===== src/rtl/roic_link_cal_ctrl.sv =====
// Calibration sequencer for one TI-ROIC LVDS lane: runs bit alignment, qualifies lock through
// repeated first-channel detections, retries on failure and re-calibrates a locked link that drops.
module roic_link_cal_ctrl #(
  parameter int START_PULSE_W  = 2,
  parameter int ALIGN_TIMEOUT  = 1024,
  parameter int DETECT_TIMEOUT = 4096,
  parameter int LOCK_CHECKS    = 4,
  parameter int MAX_RETRY      = 7
) (
  input  logic       i_clk,
  input  logic       i_rst,
  input  logic       i_cal_req,
  input  logic       i_manual_mode,
  input  logic [4:0] i_manual_shift,
  input  logic       i_align_done,
  input  logic [4:0] i_shift_in,
  input  logic       i_channel_detected,
  output logic       o_align_start,
  output logic       o_align_to_fclk,
  output logic [4:0] o_extra_shift,
  output logic       o_locked,
  output logic       o_cal_fail,
  output logic       o_busy,
  output logic       o_lost_lock,
  output logic [2:0] o_retry_cnt,
  output logic [2:0] o_dbg_state
);

  localparam int TMAX = (ALIGN_TIMEOUT > DETECT_TIMEOUT) ? ALIGN_TIMEOUT : DETECT_TIMEOUT;
  localparam int TW   = $clog2(TMAX) + 1;
  localparam int PCW  = (START_PULSE_W > 1) ? $clog2(START_PULSE_W) : 1;
  localparam int GW   = (LOCK_CHECKS > 1) ? $clog2(LOCK_CHECKS) : 1;

  localparam logic [TW-1:0]  ALIGN_LAST = TW'(ALIGN_TIMEOUT - 1);
  localparam logic [TW-1:0]  DET_LAST   = TW'(DETECT_TIMEOUT - 1);
  localparam logic [TW-1:0]  TIMER_SAT  = {TW{1'b1}};
  localparam logic [PCW-1:0] PW_LAST    = PCW'(START_PULSE_W - 1);
  localparam logic [GW-1:0]  GOOD_LAST  = GW'(LOCK_CHECKS - 1);
  localparam logic [2:0]     RETRY_MAX  = 3'(MAX_RETRY);

  typedef enum logic [2:0] {
    S_IDLE       = 3'd0,
    S_START      = 3'd1,
    S_WAIT_ALIGN = 3'd2,
    S_WAIT_DET   = 3'd3,
    S_VERIFY     = 3'd4,
    S_LOCKED     = 3'd5,
    S_RETRY      = 3'd6,
    S_FAIL       = 3'd7
  } state_t;

  state_t           r_state;
  state_t           w_state_nxt;
  logic [TW-1:0]    r_timer;
  logic [PCW-1:0]   r_pulse_cnt;
  logic [GW-1:0]    r_good_cnt;
  logic             r_seen_low;
  logic [4:0]       r_ref_shift;

  logic             w_good;
  logic             w_fault;
  logic             w_det_to;
  logic             w_align_to;
  logic             w_lost;
  logic             w_fresh;
  logic             w_timer_run;

  logic             w_align_start_nxt;
  logic             w_align_to_fclk_nxt;
  logic [4:0]       w_extra_shift_nxt;
  logic             w_locked_nxt;
  logic             w_cal_fail_nxt;
  logic             w_busy_nxt;
  logic             w_lost_lock_nxt;
  logic [2:0]       w_retry_nxt;

  // Alignment handshake: align_start is a START_PULSE_W-cycle request; completion is accepted
  // only as a low-to-high sequence of align_done seen inside WAIT_ALIGN, so a done left over
  // from an earlier run can never complete a new attempt.
  assign w_good     = i_channel_detected && i_align_done && (i_shift_in == r_ref_shift);
  assign w_fault    = !i_align_done || (i_shift_in != r_ref_shift);
  assign w_det_to   = (r_timer == DET_LAST);
  assign w_align_to = (r_timer == ALIGN_LAST);
  assign w_lost     = (r_state == S_LOCKED) && !w_good && (w_fault || w_det_to);
  assign w_fresh    = (w_state_nxt == S_START) &&
                      ((r_state == S_IDLE) || (r_state == S_FAIL) ||
                       ((r_state == S_LOCKED) && !w_lost));
  assign w_timer_run = (r_state == S_WAIT_ALIGN) || (r_state == S_WAIT_DET) ||
                       (r_state == S_VERIFY) || (r_state == S_LOCKED);

  assign o_dbg_state = r_state;

  always_ff @(posedge i_clk or posedge i_rst) begin
    if (i_rst) begin
      r_state <= S_IDLE;
    end else begin
      r_state <= w_state_nxt;
    end
  end

  always_comb begin
    w_state_nxt = r_state;
    case (r_state)
      S_IDLE:       if (i_cal_req) w_state_nxt = S_START;
      S_START:      if (r_pulse_cnt == PW_LAST) w_state_nxt = S_WAIT_ALIGN;
      S_WAIT_ALIGN: begin
        if (i_align_done && r_seen_low) w_state_nxt = S_WAIT_DET;
        else if (w_align_to)            w_state_nxt = S_RETRY;
      end
      S_WAIT_DET: begin
        if (w_good)                    w_state_nxt = (LOCK_CHECKS == 1) ? S_LOCKED : S_VERIFY;
        else if (w_fault || w_det_to)  w_state_nxt = S_RETRY;
      end
      S_VERIFY: begin
        if (w_good) begin
          if (r_good_cnt == GOOD_LAST) w_state_nxt = S_LOCKED;
        end else if (w_fault || w_det_to) begin
          w_state_nxt = S_RETRY;
        end
      end
      S_LOCKED: begin
        if (w_lost)                    w_state_nxt = S_START;
        else if (!w_good && i_cal_req) w_state_nxt = S_START;
      end
      S_RETRY:      w_state_nxt = (o_retry_cnt == RETRY_MAX) ? S_FAIL : S_START;
      S_FAIL:       if (i_cal_req) w_state_nxt = S_START;
      default:      w_state_nxt = S_IDLE;
    endcase
  end

  always_comb begin
    w_align_start_nxt   = (w_state_nxt == S_START);
    w_busy_nxt          = (w_state_nxt == S_START) || (w_state_nxt == S_WAIT_ALIGN) ||
                          (w_state_nxt == S_WAIT_DET) || (w_state_nxt == S_VERIFY) ||
                          (w_state_nxt == S_RETRY);
    w_locked_nxt        = (w_state_nxt == S_LOCKED);
    w_cal_fail_nxt      = (w_state_nxt == S_FAIL);
    w_lost_lock_nxt     = w_lost;
    w_align_to_fclk_nxt = o_align_to_fclk;
    w_extra_shift_nxt   = o_extra_shift;
    w_retry_nxt         = o_retry_cnt;
    if (w_fresh) begin
      w_align_to_fclk_nxt = i_manual_mode;
      w_extra_shift_nxt   = i_manual_shift;
      w_retry_nxt         = 3'd0;
    end else if (w_lost) begin
      w_retry_nxt         = 3'd0;
    end else if ((r_state == S_RETRY) && (w_state_nxt == S_START)) begin
      w_retry_nxt         = o_retry_cnt + 3'd1;
    end
  end

  always_ff @(posedge i_clk or posedge i_rst) begin
    if (i_rst) begin
      o_align_start   <= 1'b0;
      o_align_to_fclk <= 1'b0;
      o_extra_shift   <= 5'd0;
      o_locked        <= 1'b0;
      o_cal_fail      <= 1'b0;
      o_busy          <= 1'b0;
      o_lost_lock     <= 1'b0;
      o_retry_cnt     <= 3'd0;
    end else begin
      o_align_start   <= w_align_start_nxt;
      o_align_to_fclk <= w_align_to_fclk_nxt;
      o_extra_shift   <= w_extra_shift_nxt;
      o_locked        <= w_locked_nxt;
      o_cal_fail      <= w_cal_fail_nxt;
      o_busy          <= w_busy_nxt;
      o_lost_lock     <= w_lost_lock_nxt;
      o_retry_cnt     <= w_retry_nxt;
    end
  end

  // Timer restarts on every state change and on every good detection, then saturates.
  always_ff @(posedge i_clk or posedge i_rst) begin
    if (i_rst) begin
      r_timer     <= '0;
      r_pulse_cnt <= '0;
      r_good_cnt  <= '0;
      r_seen_low  <= 1'b0;
      r_ref_shift <= 5'd0;
    end else begin
      if ((w_state_nxt != r_state) || (w_timer_run && w_good && (r_state != S_WAIT_ALIGN))) begin
        r_timer <= '0;
      end else if (w_timer_run && (r_timer != TIMER_SAT)) begin
        r_timer <= r_timer + TW'(1);
      end

      if ((w_state_nxt == S_START) && (r_state != S_START)) begin
        r_pulse_cnt <= '0;
      end else if (r_state == S_START) begin
        r_pulse_cnt <= r_pulse_cnt + PCW'(1);
      end

      if ((r_state == S_WAIT_DET) && (w_state_nxt == S_VERIFY)) begin
        r_good_cnt <= GW'(1);
      end else if ((r_state == S_VERIFY) && w_good) begin
        r_good_cnt <= r_good_cnt + GW'(1);
      end

      if (r_state != S_WAIT_ALIGN) begin
        r_seen_low <= 1'b0;
      end else if (!i_align_done) begin
        r_seen_low <= 1'b1;
      end

      if ((r_state == S_WAIT_ALIGN) && (w_state_nxt == S_WAIT_DET)) begin
        r_ref_shift <= i_shift_in;
      end
    end
  end

endmodule

===== config.mk =====
export PLATFORM = sky130hd
export DESIGN_NAME = roic_link_cal_ctrl
export DESIGN_NICKNAME = d
export VERILOG_FILES = /design/src/rtl/roic_link_cal_ctrl.sv
export SDC_FILE = /design/constraint.sdc
export NUM_CORES = 1
export LEC_CHECK = 0
export BUFFER_PORTS_ARGS = -buffer_cell sky130_fd_sc_hd__buf_4
export CORE_MARGIN = 10
export CORE_UTILIZATION = 40
export CTS_BUF_LIST = sky130_fd_sc_hd__clkbuf_16
export CTS_CLUSTER_DIAMETER = 60
export DETAILED_ROUTE_END_ITERATION = 16
export MAX_ROUTING_LAYER = met4
export PLACE_DENSITY = 0.67
export SLEW_MARGIN = 15
export SYNTH_ARGS = -nofsm -noshare
export SYNTH_HDL_FRONTEND = slang
export SYNTH_SLANG_ARGS = --single-unit

===== constraint.sdc =====
create_clock -name i_clk -period 4.1 [get_ports i_clk]
set_clock_uncertainty 0.2 [all_clocks]
set_input_delay 0.82 -clock i_clk [delete_from_list [all_inputs] [get_ports i_clk]]
set_output_delay 0.82 -clock i_clk [all_outputs]
set_load 0.01 [all_outputs]

### Yosys cells after proc, flatten, opt, wreduce, memory -nomap -nowiden

Cells that the tools add are included.
W data, S select, Z words.

| operators by class | value |
|---|---|
| add/sub/neg operators | 4 |
| eq/ne operators | 25 |
| mux-type cells | 23 |
| reductions and logical operators | 37 |

Operators with widths:

| cell | count |
|---|---|
| $mux W3 | 14 |
| $eq A3 B3 Y1 const B | 9 |
| $mux W13 | 2 |
| $pmux W3 S7 | 1 |
| $logic_and A1 B1 Y1 | 16 |
| $add A13 B1 Y13 const B | 1 |
| $eq A13 B10 Y1 const B | 1 |
| $eq A13 B12 Y1 const B | 1 |
| $ne A13 B13 Y1 const B | 1 |
| $eq A3 B2 Y1 const B | 4 |
| $logic_or A1 B1 Y1 | 12 |
| $eq A3 B1 Y1 const B | 2 |
| $reduce_bool A2 Y1 | 3 |
| $eq A5 B5 Y1 | 1 |
| $ne A5 B5 Y1 | 1 |
| $mux W1 | 4 |
| $mux W2 | 2 |
| $add A3 B1 Y3 const B | 1 |
| $logic_not A1 Y1 | 3 |
| $logic_not A3 Y1 | 1 |
| $ne A3 B1 Y1 const B | 1 |
| $ne A3 B2 Y1 const B | 1 |
| $ne A3 B3 Y1 | 1 |
| $reduce_bool A3 Y1 | 1 |
| 5 further kinds | 5 |

| storage, ports and cells | value |
|---|---|
| register bits | 39 |
| input port bits | 16 |
| output and inout bits | 17 |
| word-level logic and storage cells | 103 |

### Logic depth before layout (Yosys ltp)

Gate-level depths: netlist of the first run.

| depth | value |
|---|---|
| depth after elaboration | 12 |
| depth in mapped cells | 10 |
| gate-level depth less buffers | 9 |

### Worst setup path after synthesis of the first run

Ideal clock, no wire load.

| timing path | value |
|---|---|
| kind | input-to-reg |
| start | in i_shift_in[1] |
| end | reg o_align_to_fclk |
| setup time | 0.125 ns |
| data arrival time | 2.687 ns |
| required time | 3.775 ns |
| setup slack | 1.088 ns |
| stages on the path | 8 |
| buffers on the path | 1 |
| cell sequence | xnor2_1 -> nand4_1 -> nor4_2 -> o2111ai_4 -> nor3_4 -> and3_1 -> buf_6 -> mux2_4 |

| between the ends | value |
|---|---|
| longest elaborated chain between the ends | 9 |
| elaborated cells on any way between the ends | 20 |
| those cells by class | eq/ne (3); mux (6); reduce/logical (11) |

RTL lines:

| item | RTL line | text |
|---|---|---|
| start: declaration | 16 | `input logic [4:0] i_shift_in,` |
| $eq A5 B5 Y1 | 80 | `assign w_good = i_channel_detected && i_align_done && (i_shift_in == r_ref_shift);` |
| $logic_and A1 B1 Y1 | 80 |  |
| $logic_not A1 Y1 | 84, 123 |  |
| $logic_and A1 B1 Y1, on equally long branches | 123, 84 |  |
| $mux W3 or $logic_and A1 B1 Y1 (tied branches) | 123, 84 |  |
| $mux W3 | 122 | `if (w_lost) w_state_nxt = S_START;` |
| $pmux W3 S7 (*) | 103 | `case (r_state)` |
| via w_state_nxt[2] | 53 | `state_t w_state_nxt;` |
| $eq A3 B1 Y1 (*) | - |  |
| via w_align_start_nxt | 68 | `logic w_align_start_nxt;` |
| $logic_and A1 B1 Y1 (*) | 85 | `assign w_fresh = (w_state_nxt == S_START) &&` |
| end signal: assignment | 165 | `o_align_to_fclk <= w_align_to_fclk_nxt;` |
| end: declaration | 19 | `output logic o_align_to_fclk,` |

The timed path passes the listed nets; every way through them passes the cells marked *.
A chain may end at the register's enable or synchronous reset.

### Worst setup path after layout of the first run

Ends and elaborated chain as after synthesis.

==> summary.txt, run 1 <==
Clock network
  • Setup repair bufs after CTS: 0
  • Root buf cell: clkbuf_16
  • Largest buffer count on any clock path: 2
  • Clock tree from TritonCTS: done
  • Number of hold-repair buffers added at the cts stage: 0
  • Number of buffers inserted during clock tree synthesis: 5
  • Clock latency on the worst-skew pair: 0.28 ns
  • Count of instances resized after the clock tree is built: 0
  • Number of levels the H-tree was split into: 2
  • CTS clk-pin slew, worst paths: 0.05 ns
  • TritonCTS Sinks: 39

Run
  • Maximum Capacitance Violations: 0

Hold path
  • Min-delay worst type: reg -> reg

Cells and area
  • Number of antenna repair diodes: 0
  • # nets final: 271
  • Total non-filler cell area in the finished layout: 2670 sq um
  • Total of fill cells in the finished design: 494
  • Proportion of layout cells with a drive suffix above 1: 24.6%
  • Area overhead of the layout relative to synthesis: 21.6%
  • Final core utilization: 51.3%

Critical path
  • Cells traversed along the worst timing path: buf_4, xnor2_1, nand4_1, nor4_2, o2111ai_4, nor3_4, and3_1, mux2_4
  • Cell with the biggest individual delay on the critical path: nor4_2
  • Endpoint kind of the worst setup timing path: flop
  • Data required time at the worst endpoint: 4.06 ns
  • Highest cell delay on the worst timing path: 0.51 ns
  • Crit path arrival time: 3.22 ns
  • Kind of start point of the critical path: input port
  • Kind of critical path: in -> reg
  • Buffers plus inverters on the worst setup path: 1
  • Largest driver fanout on the critical path: 9
  • Top Family by Delay on Critical Path: simple AND/OR/NAND/NOR gates

GRT
  • Number of antenna violations at the first check in global routing: 0
  • Tot GR Track Use: 11.6%
  • First-pass GRT wire length: 8130 microns
  • Via count of the first global-routing pass: 1706
  • Leftover overflow at the end of global routing: 0
  • Largest net degree at the start of global routing: 29

STA
  • Sum Neg Setup Slack: 0 ns
  • Rel. slew slack: 35.4%
  • Worst Tran Pin Value: 0.963 ns
  • # setup viols final: 0
  • Final slew viol count: 0
  • Max Clk Rate: 307 MHz
  • Final hold viol count: 0
  • Final Cycle Share: 79.5%
  • Final critical delay including setup and external delays: 3.26 ns
  • Setup repair after global routing missed its margin: no

Pwr
  • Worst vdd ir: 0.296 mV
  • Reported leakage power: 0.00116 uW
  • Post-layout power: 1820 uW
  • Total power per unit cell area: 681 nW/um^2

Logic synthesis
  • Syn Inst Count: 216
  • Seq/Total Area, Yosys: 44.4%
  • Library cell with the largest summed area after synthesis: dfrtp_1
  • Leading post-synthesis cells by instance count: dfrtp_1, nor2_1, nand2_1, xnor2_1, a21oi_1
  • Syn avg cell area: 10.2 sq um
  • Summed instance area of the synthesized netlist: 2200 sq um
  • Synthesis-stage register bit count: 39
  • Fraction of registers with async set or reset after synthesis: 100%
  • Most used flip-flop cell after synthesis: dfrtp_1
  • Most frequent cell after synthesis: dfrtp_1
  • Net count after synthesis: 236
  • Number of enable-type register cells in the synthesized netlist: 0
  • Distinct cell type count of the synthesized netlist: 50
  • Number of warnings printed during yosys synthesis: 0
  • Synth top area cells: dfrtp_1, xnor2_1, nor2_1
  • Area share of the largest cell type after synthesis: 44.4%

Placement
  • PortBufs: 32
  • Instance area after placement: 2510 sq um
  • Placer congestion estimate: 0.843
  • Post-DP HPWL: 3530 microns

Drt
  • First-pass detailed-route iteration total: 4
  • Total number of vias: 1687
  • Total Routed Length: 4720 microns
  • Remaining DRCs: 0
  • Via density per instance: 5.24
  • Average routed wire per standard cell: 14.7 microns
  • Number of routed nets with antenna violations: 0
  • First-iteration detailed-routing DRC count: 127

Floorplan
  • Die X-Extent: 94.1 microns
  • Effective utilization at floorplan: 42.2%
  • Boundary Pins: 33
  • Core area: 5200 sq um
  • Die Y-Extent: 94.1 microns
  • Cell row count: 26
  • Floorplan die area: 8860 sq um

Run status
  • Result of the run: completed
cell type report:
| type | instances | area [sq um] | area share (%) |
|---|---|---|---|
| multi-input cells | 165 | 1170 | 43.7 |
| inverters | 6 | 22.5 | 0.843 |
| repair buffers | 34 | 255 | 9.56 |
| flip-flops and latches | 39 | 976 | 36.5 |
| clock buffers | 5 | 125 | 4.68 |
| well taps | 70 | 87.6 | 3.28 |
| clock inverters | 3 | 38.8 | 1.45 |
logic make-up after synthesis:
| family | after synthesis | share of synthesized area, % |
|---|---|---|
| compound gates | 36 | 12.1 |
| xor+xnor | 18 | 7.18 |
| fa+ha+maj | 4 | 2.28 |
| buf+inv | 12 | 2.51 |
| flops | 39 | 44.4 |
| mux | 15 | 8.49 |
| simple gates | 92 | 23.0 |
flip-flops by register name, indices dropped and copies added, names as in the netlist:
| signal | flops |
|---|---|
| o_busy | 1 |
| o_align_to_fclk | 1 |
| o_cal_fail | 1 |
| o_extra_shift | 5 |
| o_align_start | 1 |
| r_timer | 13 |
| r_seen_low | 1 |
| r_pulse_cnt | 1 |
| o_lost_lock | 1 |
| o_locked | 1 |
| o_dbg_state | 3 |
| r_good_cnt | 2 |
| r_ref_shift | 5 |
| o_retry_cnt | 3 |
layout by cell type (no fill, tap or decap), drive strengths merged, types with 6 or more instances in the layout:
master  synthesis  routed
dfrtp          39      39
buf             4      34
nor2           26      26
nand2          19      19
xnor2          12      12
mux2           11      11
a21oi          10      10
nor3            9       9
xor2            6       6
o21ai           6       6
per-layer routing:
| metal | wire, microns | track usage (%) |
|---|---|---|
| met3 | 377 | 4.32 |
| met5 | 0 | - |
| met4 | 65 | 3.80 |
| met2 | 2060 | 16.2 |
| met1 | 2220 | 15.0 |
metrics by stage:
stage	instances	worst slack (ns)	hold slack, ns
5_1_grt	322	0.681	0.324
2_1_floorplan	216	1.09	0.295
3_3_place_gp	314	0.665	0.301
4_1_cts	322	0.823	0.314
3_5_place_dp	314	0.528	0.296
6_report	322	0.840	0.309
worst paths after layout:
kind | startpoint | cells after the start | slack, ns | endpoint
max in group asynchronous | i_rst | 3 | 2.61 | r_good_cnt[1]
hold / removal | o_extra_shift[1] | 1 | 0.31 | o_extra_shift[1]
setup / recovery | i_shift_in[1] | 8 | 0.84 | o_align_to_fclk
min in group asynchronous | i_rst | 2 | 0.45 | r_timer[2]
hold reg to reg | o_extra_shift[1] | 1 | 0.31 | o_extra_shift[1]
setup reg to reg | o_retry_cnt[0] | 9 | 0.89 | o_align_to_fclk
report_power, final:
| part | total, uW | switching (uW) | internal (uW) |
|---|---|---|---|
| registers | 626 | 134 | 493 |
| logic | 769 | 397 | 372 |
| clock network | 425 | 142 | 283 |
| total | 1820 | 672 | 1150 |
worst reg2reg max path, delay by kind of cell (launching register included):
| family | cells | cell delay, ns |
|---|---|---|
| simple gates | 3 | 0.91 |
| compound gates | 3 | 0.80 |
| flops | 1 | 0.43 |
| fa+ha+maj | 2 | 0.41 |
| mux | 1 | 0.34 |
No activity file was read; power rests on OpenSTA's default activity.
==> inputs of run 2 (changes only) <==
- ABC_AREA: not set -> 1
- clock period: 4.1 -> 3 ns (I/O delays scaled with it)
==> run 2 against run 1 <==
Final area rose by 8.1%. Worst setup slack got worse by 0.39 ns. Die area rose by 7.6%. Largest cell class unchanged. Highest routed layer unchanged.
==> summary.txt, run 2 <==
Run status
  • Result of the run: completed

Logic synthesis
  • Summed instance area of the synthesized netlist: 2410 sq um
  • Area share of the largest cell type after synthesis: 40.5%
  • Syn Inst Count: 303
  • Number of warnings printed during yosys synthesis: 0
  • Most used flip-flop cell after synthesis: dfrtp_1
  • Seq/Total Area, Yosys: 40.5%
  • Net count after synthesis: 323
  • Syn avg cell area: 7.96 sq um
  • Leading post-synthesis cells by instance count: nand2_1, inv_1, dfrtp_1, nand3_1, nor2_1
  • Number of enable-type register cells in the synthesized netlist: 0
  • Distinct cell type count of the synthesized netlist: 33
  • Library cell with the largest summed area after synthesis: dfrtp_1
  • Synthesis-stage register bit count: 39
  • Synth top area cells: dfrtp_1, nand2_1, inv_1
  • Most frequent cell after synthesis: nand2_1
  • Fraction of registers with async set or reset after synthesis: 100%

Placement
  • Placer congestion estimate: 0.919
  • Total placed cells including tap cells: 407
  • Post-DP HPWL: 3890 microns
  • Post-placement setup slack: 0.346 ns
  • Instance area after placement: 2720 sq um
  • PortBufs: 32

Floorplan
  • Effective utilization at floorplan: 41.0%
  • Boundary Pins: 33
  • Core area: 5890 sq um
  • Floorplan die area: 9530 sq um
  • Cell row count: 28
  • Die Y-Extent: 97.6 microns
  • Die X-Extent: 97.6 microns

Drt
  • First-iteration detailed-routing DRC count: 84
  • First-pass detailed-route iteration total: 4
  • Number of routed nets with antenna violations: 0
  • Total Routed Length: 5050 microns
  • Remaining DRCs: 0
  • Average routed wire per standard cell: 12.2 microns
  • Total number of vias: 1949
  • Via density per instance: 4.70

Clock network
  • Setup repair bufs after CTS: 0
  • Clock tree from TritonCTS: done
  • Number of buffers inserted during clock tree synthesis: 5
  • Largest buffer count on any clock path: 2
  • Count of instances resized after the clock tree is built: 0
  • Number of hold-repair buffers added at the cts stage: 0
  • Clock latency on the worst-skew pair: 0.28 ns
  • Root buf cell: clkbuf_16
  • Number of levels the H-tree was split into: 2
  • TritonCTS Sinks: 39
  • CTS clk-pin slew, worst paths: 0.06 ns

Critical path
  • Top Family by Delay on Critical Path: simple AND/OR/NAND/NOR gates
  • Worst r2r path cells: 12
  • Worst reg2reg setup slack: 0.45 ns
  • Kind of start point of the critical path: flop
  • Kind of critical path: reg -> reg
  • Highest cell delay on the worst timing path: 0.61 ns
  • Startpoint of the worst register-to-register path: o_dbg_state[0]
  • Cells traversed along the worst timing path: nor2_2, inv_2, nand2_1, nor2_1, inv_2, nor2_1, inv_2, nand2_2, nor2_1, nor2_2, nand3_2, nor2_1
  • Crit path arrival time: 2.55 ns
  • Number of gates on the worst path with buffers counted: 12
  • Dominant cell type by count on the critical path: nor2_1
  • Endpoint kind of the worst setup timing path: flop
  • Data required time at the worst endpoint: 3.00 ns
  • Buffers plus inverters on the worst setup path: 3
  • Largest driver fanout on the critical path: 13
  • Destination of the worst register-to-register timing path: r_timer[2]
  • Cell with the biggest individual delay on the critical path: dfrtp_1

Cells and area
  • Number of standard cells in the layout, taps in and fillers out: 415
  • Total non-filler cell area in the finished layout: 2890 sq um
  • Proportion of layout cells with a drive suffix above 1: 31.8%
  • Largest register FFs: 13
  • # nets final: 359
  • Registers with the highest flip-flop counts: r_timer (13), o_extra_shift (5), r_ref_shift (5)
  • Area overhead of the layout relative to synthesis: 19.7%
  • Most used cells in the layout excluding fill and tap cells: nand2_1, inv_1, dfrtp_1
  • Register containing the most flip-flops in the final layout: r_timer
  • Most frequent standard cell in the layout excluding fill and tap cells: nand2_1
  • Final core utilization: 49.0%
  • Number of antenna repair diodes: 0

Pwr
  • Share of total power consumed by net switching: 43.8%
  • Share of total power in combinational logic: 47.7%
  • P_sw: 1190 uW
  • Proportion of power drawn by flip-flops and latches: 30.0%
  • Part of the total power dissipated in the clock network: 22.3%
  • Reported leakage power: 0.00150 uW
  • Total power per unit cell area: 939 nW/um^2
  • Internal power: 1520 uW
  • Worst vdd ir: 0.433 mV

STA
  • Sum Neg Setup Slack: 0 ns
  • Setup repair after global routing missed its margin: no
  • Rel. slew slack: 66.9%
  • Final critical delay including setup and external delays: 2.55 ns
  • Max Clk Rate: 393 MHz
  • Final Worst Setup Slack: 0.454 ns
  • Worst Tran Pin Value: 0.497 ns
  • # setup viols final: 0
  • Final hold viol count: 0
  • Final Cycle Share: 84.9%
  • Final slew viol count: 0

GRT
  • First-pass GRT wire length: 8720 microns
  • Via count of the first global-routing pass: 1883
  • Tot GR Track Use: 11.1%
  • Number of antenna violations at the first check in global routing: 0
  • Largest net degree at the start of global routing: 40
  • Leftover overflow at the end of global routing: 0

Hold path
  • Min-delay worst type: in -> async

Run
  • Maximum Capacitance Violations: 0
run 2: logic make-up after synthesis:
logic type | after synthesis | share of synthesized area, %
AND/OR/NAND/NOR | 174 | 38.3
flip-flops | 39 | 40.5
XOR/XNOR | 9 | 3.27
buffers and inverters | 54 | 9.39
multiplexers | 1 | 0.415
AO/OA/AOI/OAI | 22 | 6.07
adder cells (fa/ha/maj) | 4 | 2.08
run 2: metal layers:
layer  track usage [%]  up-vias  share of wire (%)
met5                 -        -                  0
met4              5.48        0                2.6
met3              2.35       12                3.4
met2              18.7       32                 51
met1              12.2      894                 42
li1                  -     1011                  -
run 2: metrics by stage:
stage          power, uW  hold slack (ns)
6_report            2710            0.242
5_1_grt             2930            0.294
4_1_cts             2740            0.263
3_5_place_dp        2120            0.259
3_3_place_gp        2090            0.258
2_1_floorplan       1820            0.242
run 2: worst reg2reg max path: stages (launching register included):
cell     delay, ns
dfrtp_1       0.61
nor2_2        0.11
inv_2         0.08
nand2_1       0.06
nor2_1        0.28
inv_2         0.09
nor2_1        0.14
inv_2         0.08
nand2_2       0.09
nor2_1        0.05
nor2_2        0.12
nand3_2       0.34
nor2_1        0.21
run 2: how the worst max path moves through the flow:
stage                    from    endpoint  slack (ns)
6_report       o_dbg_state[0]  r_timer[2]        0.45
5_1_grt        o_dbg_state[0]  r_timer[2]        0.24
4_1_cts        o_dbg_state[0]  r_timer[2]        0.49
3_5_place_dp    i_shift_in[4]  r_timer[2]        0.35
3_3_place_gp    i_shift_in[4]  r_timer[4]        0.43
2_1_floorplan   i_shift_in[0]  r_timer[5]        0.84
run 2: cell type report:
| class | instances | area, sq um |
|---|---|---|
| flip-flops and latches | 39 | 976 |
| fillers | 596 | 3000 |
| well taps | 75 | 93.8 |
| repair buffers | 34 | 255 |
| multi-input cells | 210 | 1210 |
| inverters | 49 | 184 |
| clock buffers | 5 | 125 |
| clock inverters | 3 | 43.8 |
run 2: power groups by stage:
stage | clock (uW) | sequential (uW) | combinational [uW]
after floorplan | 0 | 812 | 1010
after global placement | 0 | 813 | 1280
after detailed placement | 0 | 818 | 1300
after CTS | 620 | 813 | 1310
after global routing | 636 | 833 | 1460
final | 604 | 812 | 1290
==> inputs of run 3 (changes only) <==
- PLACE_DENSITY: 0.67 -> 0.69
- clock period: 3 -> 2.2 ns (I/O delays scaled with it)
==> run 3 against run 2 <==
The run now ends with setup timing left. Non-clock buffer count increased by 35. Flip-flop and latch count unchanged. Hold slack worse by 0.17 ns. Global-route usage rose by 0.27 points. Cell count increased by 8.4%. Power grew 72%. Sequential power grew 35%. Die area did not move. Largest cell class unchanged. Largest power group unchanged.
==> summary.txt, run 3 (synthesis gave the netlist of run 2 again) <==
Cells and area
  • Register containing the most flip-flops in the final layout: r_timer
  • Most frequent standard cell in the layout excluding fill and tap cells: nand2_1
  • Total non-filler cell area in the finished layout: 3370 sq um
  • Area overhead of the layout relative to synthesis: 39.9%
  • Proportion of layout cells with a drive suffix above 1: 45.1%
  • Most used cells in the layout excluding fill and tap cells: nand2_1, buf_4, inv_1
  • Number of antenna repair diodes: 0
  • Final core utilization: 57.3%
  • Registers with the highest flip-flop counts: r_timer (13), o_extra_shift (5), r_ref_shift (5)
  • Largest register FFs: 13
  • # nets final: 394

Pwr
  • Share of total power in combinational logic: 58.6%
  • Part of the total power dissipated in the clock network: 17.7%
  • Reported leakage power: 0.00171 uW
  • Total power per unit cell area: 1380 nW/um^2
  • P_sw: 1980 uW
  • Share of total power consumed by net switching: 42.4%
  • Worst vdd ir: 0.855 mV
  • Internal power: 2690 uW
  • Proportion of power drawn by flip-flops and latches: 23.6%

GRT
  • Number of antenna violations at the first check in global routing: 0
  • First-pass GRT wire length: 9050 microns
  • Leftover overflow at the end of global routing: 0
  • Largest net degree at the start of global routing: 40
  • Via count of the first global-routing pass: 2060
  • Tot GR Track Use: 11.4%

Critical path
  • Largest driver fanout on the critical path: 6
  • Endpoint kind of the worst setup timing path: flop
  • Kind of start point of the critical path: flop
  • Worst r2r path cells: 16
  • Data required time at the worst endpoint: 2.22 ns
  • Kind of critical path: reg -> reg
  • Crit path arrival time: 2.23 ns

STA
  • # setup viols final: 7
  • Final slew viol count: 0
  • Final critical delay including setup and external delays: 2.21 ns
  • Final hold viol count: 0
  • Setup repair after global routing missed its margin: yes
  • Worst Tran Pin Value: 0.499 ns
  • Rel. slew slack: 66.8%
  • Max Clk Rate: 453 MHz
  • Final Worst Setup Slack: -0.00681 ns
  • Sum Neg Setup Slack: -0.0233 ns
  • Final Cycle Share: 100%

Run status
  • Violations in the final reports: setup timing
  • Result of the run: finished, violations left

Drt
  • Via density per instance: 4.65
  • Average routed wire per standard cell: 12.4 microns
  • First-iteration detailed-routing DRC count: 108
  • Routed wire length on met2: 3000 microns
  • Remaining DRCs: 0
  • Met1 wire length: 2350 microns
  • Top Metal Used: met4
  • Number of routed nets with antenna violations: 0
  • Total Routed Length: 5570 microns
  • Total number of vias: 2093
  • Met3 routed wirelength: 114 microns
  • First-pass detailed-route iteration total: 4

Floorplan
  • Die X-Extent: 97.6 microns
  • Floorplan die area: 9530 sq um
  • Boundary Pins: 33
  • Cell row count: 28
  • Effective utilization at floorplan: 41.0%
  • Die Y-Extent: 97.6 microns
  • Core area: 5890 sq um

Clock network
  • Clock latency on the worst-skew pair: 0.28 ns
  • Clock tree from TritonCTS: done
  • Number of levels the H-tree was split into: 2
  • Number of buffers inserted during clock tree synthesis: 5
  • CTS clk-pin slew, worst paths: 0.06 ns
  • TritonCTS Sinks: 39
  • Number of hold-repair buffers added at the cts stage: 0
  • Root buf cell: clkbuf_16
  • Largest buffer count on any clock path: 2

Placement
  • Post-DP HPWL: 4020 microns
  • Post-placement setup slack: -0.103 ns
  • Placer congestion estimate: 0.841
  • PortBufs: 32
  • Instance area after placement: 2910 sq um

Run
  • Maximum Capacitance Violations: 0

Hold path
  • Min-delay worst type: in -> async
==> run 3: metrics by stage <==
| stage | total power (uW) | std cells | hold WS [ns] |
|---|---|---|---|
| after floorplan | 2480 | 303 | 0.242 |
| after global placement | 3190 | 431 | 0.259 |
| after detailed placement | 3230 | 431 | 0.265 |
| after CTS | 4150 | 442 | 0.110 |
| after global routing | 5000 | 450 | 0.151 |
| final | 4660 | 450 | 0.0765 |
==> run 3: critical path: stages, from the launching register on <==
cell and delay, ns:
dfrtp_2 0.44, inv_2 0.08, nor2_4 0.12, inv_2 0.06, nor2_4 0.13, inv_2 0.06, nor2_2 0.08, nand3_1 0.07
nand2_1 0.09, a21oi_2 0.05, buf_4 0.13, nand3_2 0.05, nand3_2 0.08, nor2_4 0.12, nand3_4 0.12, clkbuf_16 0.19
nor2_4 0.07
==> run 3: timing repair <==
item                       in CTS  in global routing
setup endpoints to repair      23                 26
cloned                          0                  1
pin swaps                       1                 22
setup buffers                   3                  7
resized for setup               2                 49
==> run 3: path summary, 6_finish.rpt <==
path / from / end / slack [ns]
max in group asynchronous: i_rst / o_dbg_state[2] / 1.34
min in group i_clk: i_manual_mode / o_align_to_fclk / 0.18
max reg2reg: o_dbg_state[1] / r_timer[8] / -0.007
min reg2reg: o_extra_shift[3] / o_extra_shift[3] / 0.28
min: i_rst / o_extra_shift[2] / 0.08
max: o_dbg_state[1] / r_timer[8] / -0.007
==> run 3: power groups by stage <==
stage	clock, uW	sequential, uW	combinational (uW)
after floorplan	0	1110	1380
after global placement	0	1090	2100
after detailed placement	0	1090	2130
after CTS	841	1090	2230
after global routing	862	1130	3000
final	827	1100	2740
==> run 3: area by class of cell <==
class,instances,area (sq um)
well taps,75,93.8
clock buffers,5,125
flip-flops and latches,39,980
inverters,49,184
multi-input cells,210,1390
repair buffers,69,556
fillers,515,2510
clock inverters,3,43.8
==> run 3: per-layer routing <==
metal | vias to the layer above | GRT usage (%)
met5 | - | -
met4 | 0 | 4.81
met3 | 8 | 1.85
met2 | 20 | 20.4
met1 | 987 | 12.1
li1 | 1078 | -
